$ cat config.mk
export PLATFORM = sky130hd
export DESIGN_NAME = prog_fetch
export DESIGN_NICKNAME = d
export VERILOG_FILES = /design/src/rtl/prog_fetch.sv
export SDC_FILE = /design/constraint.sdc
export NUM_CORES = 1
export LEC_CHECK = 0
export BUFFER_PORTS_ARGS = -buffer_cell sky130_fd_sc_hd__buf_2
export CAP_MARGIN = 5
export CELL_PAD_IN_SITES_DETAIL_PLACEMENT = 1
export CELL_PAD_IN_SITES_GLOBAL_PLACEMENT = 2
export CORE_MARGIN = 2
export CORE_UTILIZATION = 36
export DETAILED_ROUTE_END_ITERATION = 12
export GPL_ROUTABILITY_DRIVEN = 0
export GPL_TIMING_DRIVEN = 0
export PLACE_DENSITY_LB_ADDON = 0.2
export SYNTH_ARGS = -nofsm -noshare
export SYNTH_HDL_FRONTEND = slang
export SYNTH_SLANG_ARGS = --single-unit
$ cat constraint.sdc
create_clock -name clock -period 6.7 [get_ports clock]
set_clock_uncertainty 0.2 [all_clocks]
set_input_delay 0.67 -clock clock [delete_from_list [all_inputs] [get_ports clock]]
set_output_delay 0.67 -clock clock [all_outputs]
set_load 0.1 [all_outputs]
$ cat src/rtl/prog_fetch.sv
`default_nettype none
// ============================================================================
//  Module   : prog_fetch
//  Purpose  : Program counter / instruction register sequencer for the prog
//             memory, with jump/call/return redirects and halt/run control.
//  Revision : 1.0  initial release
// ============================================================================
module prog_fetch #(
    parameter int p_size      = 6,
    parameter int i_size      = 24,
    parameter int stack_depth = 4
) (
    input  logic              clock,
    input  logic              reset,
    output logic [p_size-1:0] address,
    input  logic [i_size:0]   instr,
    output logic [i_size:0]   ir,
    output logic [p_size-1:0] ir_pc,
    output logic              ir_valid,
    input  logic              ir_ready,
    input  logic              jump,
    input  logic              call,
    input  logic              ret,
    input  logic [p_size-1:0] jump_addr,
    input  logic              halt,
    input  logic              run,
    output logic              halted,
    output logic              stack_err
);

    localparam int c_IDX_W = $clog2(stack_depth);
    localparam int c_SP_W  = c_IDX_W + 1;

    localparam logic [c_SP_W-1:0]  c_SP_FULL = c_SP_W'(stack_depth);
    localparam logic [c_SP_W-1:0]  c_SP_ONE  = c_SP_W'(1);
    localparam logic [c_IDX_W-1:0] c_IDX_ONE = c_IDX_W'(1);
    localparam logic [p_size-1:0]  c_PC_ONE  = p_size'(1);

    localparam logic [1:0] c_S_IDLE   = 2'd0;
    localparam logic [1:0] c_S_FETCH  = 2'd1;
    localparam logic [1:0] c_S_HALTED = 2'd2;

    logic [1:0]        r_state;
    logic [1:0]        w_state_nxt;

    logic [p_size-1:0] r_pc;
    logic [i_size:0]   r_ir;
    logic [p_size-1:0] r_ir_pc;
    logic              r_ir_valid;
    logic [c_SP_W-1:0] r_sp;
    logic              r_stack_err;
    logic [p_size-1:0] r_stack [stack_depth];

    logic              w_in_fetch;
    logic              w_consume;
    logic              w_can_load;
    logic              w_do_ret;
    logic              w_do_call;
    logic              w_do_jump;
    logic              w_do_halt;
    logic              w_do_load;
    logic              w_halted;
    logic              w_stack_empty;
    logic              w_stack_full;
    logic [c_IDX_W-1:0] w_rd_idx;
    logic [p_size-1:0] w_ret_addr;
    logic [p_size-1:0] w_link_addr;

    // ------------------------------------------------------------------
    // State register
    // ------------------------------------------------------------------
    always_ff @(posedge clock) begin
        if (reset) begin
            r_state <= c_S_IDLE;
        end else begin
            r_state <= w_state_nxt;
        end
    end

    // ------------------------------------------------------------------
    // Next-state logic
    // ------------------------------------------------------------------
    always_comb begin
        w_state_nxt = r_state;
        case (r_state)
            c_S_IDLE: begin
                if (run) begin
                    w_state_nxt = c_S_FETCH;
                end
            end
            c_S_FETCH: begin
                if (w_do_halt) begin
                    w_state_nxt = c_S_HALTED;
                end
            end
            c_S_HALTED: begin
                if (run) begin
                    w_state_nxt = c_S_FETCH;
                end
            end
            default: begin
                w_state_nxt = c_S_IDLE;
            end
        endcase
    end

    // ------------------------------------------------------------------
    // Output / action decode. Redirects are strictly prioritised
    // ret > call > jump > halt, so a halt riding with a redirect is dropped.
    // ------------------------------------------------------------------
    always_comb begin
        w_in_fetch = (r_state == c_S_FETCH);
        w_consume  = r_ir_valid && ir_ready;
        w_can_load = !r_ir_valid || ir_ready;
        w_do_ret   = w_in_fetch && w_consume && ret;
        w_do_call  = w_in_fetch && w_consume && call && !ret;
        w_do_jump  = w_in_fetch && w_consume && jump && !ret && !call;
        w_do_halt  = w_in_fetch && w_consume && halt && !ret && !call && !jump;
        w_do_load  = w_in_fetch && w_can_load
                     && !(w_consume && (ret || call || jump || halt));
        w_halted   = !w_in_fetch;
    end

    // ------------------------------------------------------------------
    // Return stack addressing. When sp==stack_depth the low index bits are
    // zero, so decrementing them still lands on the top entry.
    // ------------------------------------------------------------------
    assign w_stack_empty = (r_sp == '0);
    assign w_stack_full  = (r_sp >= c_SP_FULL);
    assign w_rd_idx      = r_sp[c_IDX_W-1:0] - c_IDX_ONE;
    assign w_ret_addr    = r_stack[w_rd_idx];
    assign w_link_addr   = r_ir_pc + c_PC_ONE;

    always_ff @(posedge clock) begin
        if (!reset && w_do_call && !w_stack_full) begin
            r_stack[r_sp[c_IDX_W-1:0]] <= w_link_addr;
        end
    end

    // ------------------------------------------------------------------
    // Program counter, instruction register and stack pointer
    // ------------------------------------------------------------------
    always_ff @(posedge clock) begin
        if (reset) begin
            r_pc        <= '0;
            r_ir        <= '0;
            r_ir_pc     <= '0;
            r_ir_valid  <= 1'b0;
            r_sp        <= '0;
            r_stack_err <= 1'b0;
        end else begin
            if (w_do_ret) begin
                if (w_stack_empty) begin
                    r_pc        <= '0;
                    r_stack_err <= 1'b1;
                end else begin
                    r_pc <= w_ret_addr;
                    r_sp <= r_sp - c_SP_ONE;
                end
                r_ir_valid <= 1'b0;
            end else if (w_do_call) begin
                if (w_stack_full) begin
                    r_stack_err <= 1'b1;
                end else begin
                    r_sp <= r_sp + c_SP_ONE;
                end
                r_pc       <= jump_addr;
                r_ir_valid <= 1'b0;
            end else if (w_do_jump) begin
                r_pc       <= jump_addr;
                r_ir_valid <= 1'b0;
            end else if (w_do_halt) begin
                r_ir_valid <= 1'b0;
            end else if (w_do_load) begin
                r_ir       <= instr;
                r_ir_pc    <= r_pc;
                r_ir_valid <= 1'b1;
                r_pc       <= r_pc + c_PC_ONE;
            end
        end
    end

    assign address   = r_pc;
    assign ir        = r_ir;
    assign ir_pc     = r_ir_pc;
    assign ir_valid  = r_ir_valid;
    assign halted    = w_halted;
    assign stack_err = r_stack_err;

endmodule
`default_nettype wire

==> reports/summary.txt <==
Syn-to-layout area delta - 22.61%
Initial DRC Count - 81
final wirelength - 7916 um
fin crit period - 2.382 ns
Slew Limit Fails - 0
# rows - 34
ANT nets after route - 0
clock buffer count from CTS - 9
Hold Path Class - reg -> reg
number of flops mapped to enable cells by yosys - 24
number of global-route vias before repair - 2545
Synth Register Bits - 68
max-cap violations - 0
Placed Cells - 471
Synth Cell Area - 3216 um2
initial core utilization - 37.05%
RSZ-0062 raised after global routing - false
CP Data Arrival Time - 2.47 ns
# clock sinks - 68
clock slew at reported path FFs - 0.08 ns
worst slack, placed - 4.049 ns
fin cells - 487
Crit Path Max Fanout - 10
leakage power figure - 1.596 nW
CP max stage delay - 0.49 ns
leading register cell type out of synthesis - dfxtp_1
diodes inserted - 0
CTS tree - yes
Mean Syn Cell Area - 11.24 um2
level count of the clock H-tree - 3
Gate Count Post-Synth - 286
total number of vias - 2418
ys async rst share - 0%
CTS max path bufs - 2
cts hold-fix bufs - 0
Nets - 420
CP endpoint kind - flop
layout cells sized above 1 - 29.02%
commonest non-fill, non-tap cells in the layout - 81 x buf_2, 63 x nand2b_1, 44 x dfxtp_1
global-route wire length before repair - 13170 um
setup violators final - 0
setup_tns - 0 ns
worst slew pin tran - 0.5094 ns
register area share after synthesis - 49.81%
Die Wd - 98.51 um
R2R Setup Slk - 4.32 ns
status - finished, final reports clean
synthesized net count - 332
worst setup margin - 4.318 ns
Tcrit/Tclk final - 35.55%
Ports - 79
initial antenna violation count - 0
Worst setup SP type - flop
gr ovfl total - 0
fmax - 419.8 MHz
maximum vdd drop - 0.1155 mV
slowest CP cell - dfxtp_1
Die Area - 9704 um2
commonest non-fill, non-tap cell in the layout - buf_2
clk_lat worst skew - 0.35 ns
PwrDens - 267.5 nW/um2
Global Route Usage Sum - 17.34%
Slew headroom - 66.04%
Worst Path Required - 6.78 ns
1st-pass router iterations - 4
Tot Pwr - 1.055 mW
largest net degree at the start of global routing - 12
IO Port Bufs - 77
crit-path cells - and4b_1 > buf_6 > nand2_1 > fa_1 > a21o_1 > a2111o_1 > a21oi_1
Netlist cell types - 46
hpwl dp - 5905 um
per-cell routed wire length - 16.25 um
DR DRC count - 0
Hold Vio Cnt, Final - 0
yosys warns - 0
Crit Path Class - reg -> reg
CTS root buffer - clkbuf_8
chip height - 98.51 um
# resized after CTS - 0
Vias per Instance - 4.965
Post-CTS Setup Bufs - 0
core area - 8678 um2
## power by group
part           internal [mW]  switching (mW)  leakage, nW
registers              0.443          0.0182        0.585
logic                 0.0555           0.174        0.904
clock network          0.207           0.157        0.107
total                  0.706           0.349         1.60
## state kept, by name (all words and copies together), names as in the netlist
| signal | cells |
|---|---|
| ir_pc | 6 |
| address | 6 |
| stack_err | 1 |
| r_sp | 3 |
| ir_valid | 1 |
| r_stack | 24 |
| r_state | 2 |
| ir | 25 |
## cell families (layout without fill, tap and decap cells)
group,Yosys count,count (layout),synth area share (%)
buf+inv,21,114,3.541
compound gates,33,33,7.082
flops,68,68,49.81
mux,37,37,13.85
fa+ha+maj,7,7,2.957
simple gates,113,113,20.86
xor+xnor,7,7,1.907
## metrics by stage
step / hold slack, ns / instance area, um2 / util, %
2_1_floorplan: 0.2573 / 3216 / -
3_3_place_gp: 0.2475 / 3736 / 43.05
3_5_place_dp: 0.2675 / 3736 / 43.05
4_1_cts: 0.2802 / 3943 / 45.43
5_1_grt: 0.3037 / 3943 / 45.43
6_report: 0.2735 / 3943 / 45.43
## layer usage
layer	vias up	track usage (%)	routed length (um)
li1	1185	-	-
met1	1172	23.16	3680
met2	49	28.05	3815
met3	12	4.326	334
met4	0	5.058	86
met5	-	0	0
## cell type report
class,count,area [um2]
well taps,108,135.1
clock buffers,10,127.6
inverters,5,18.77
multi-input cells,197,1500
fillers,988,4736
flip-flops and latches,68,1602
repair buffers,77,385.4
clock inverters,6,78.83
plain buffers,16,95.09
## final timing paths
check                start  endpoint  cells after the start
setup / recovery  ir_valid   r_sp[2]                      7
setup reg to reg  ir_valid   r_sp[2]                      7
hold reg to reg      ir[4]     ir[4]                      2
hold / removal       ir[4]     ir[4]                      2
## synthesized netlist by cell type (6+ instances only)
| cell | instances | share of area (%) |
|---|---|---|
| nor2_1 | 11 | 1.3 |
| ha_1 | 6 | 2.3 |
| nand2_1 | 11 | 1.3 |
| nand2b_1 | 63 | 12 |
| a21oi_1 | 8 | 1.2 |
| mux2i_1 | 31 | 9.6 |
| nand3_1 | 6 | 0.93 |
| edfxtp_1 | 24 | 22 |
| clkbuf_1 | 8 | 0.93 |
| mux4_2 | 6 | 4.2 |
| dfxtp_1 | 44 | 27 |
## critical path, delay by kind of cell, from the launching register on
kind            cells  cell delay [ns]
buf+inv             1             0.15
fa+ha+maj           1             0.42
simple gates        2             0.36
compound gates      3             0.69
flops               1             0.49
Note: power is estimated with default switching activity, not from simulation.
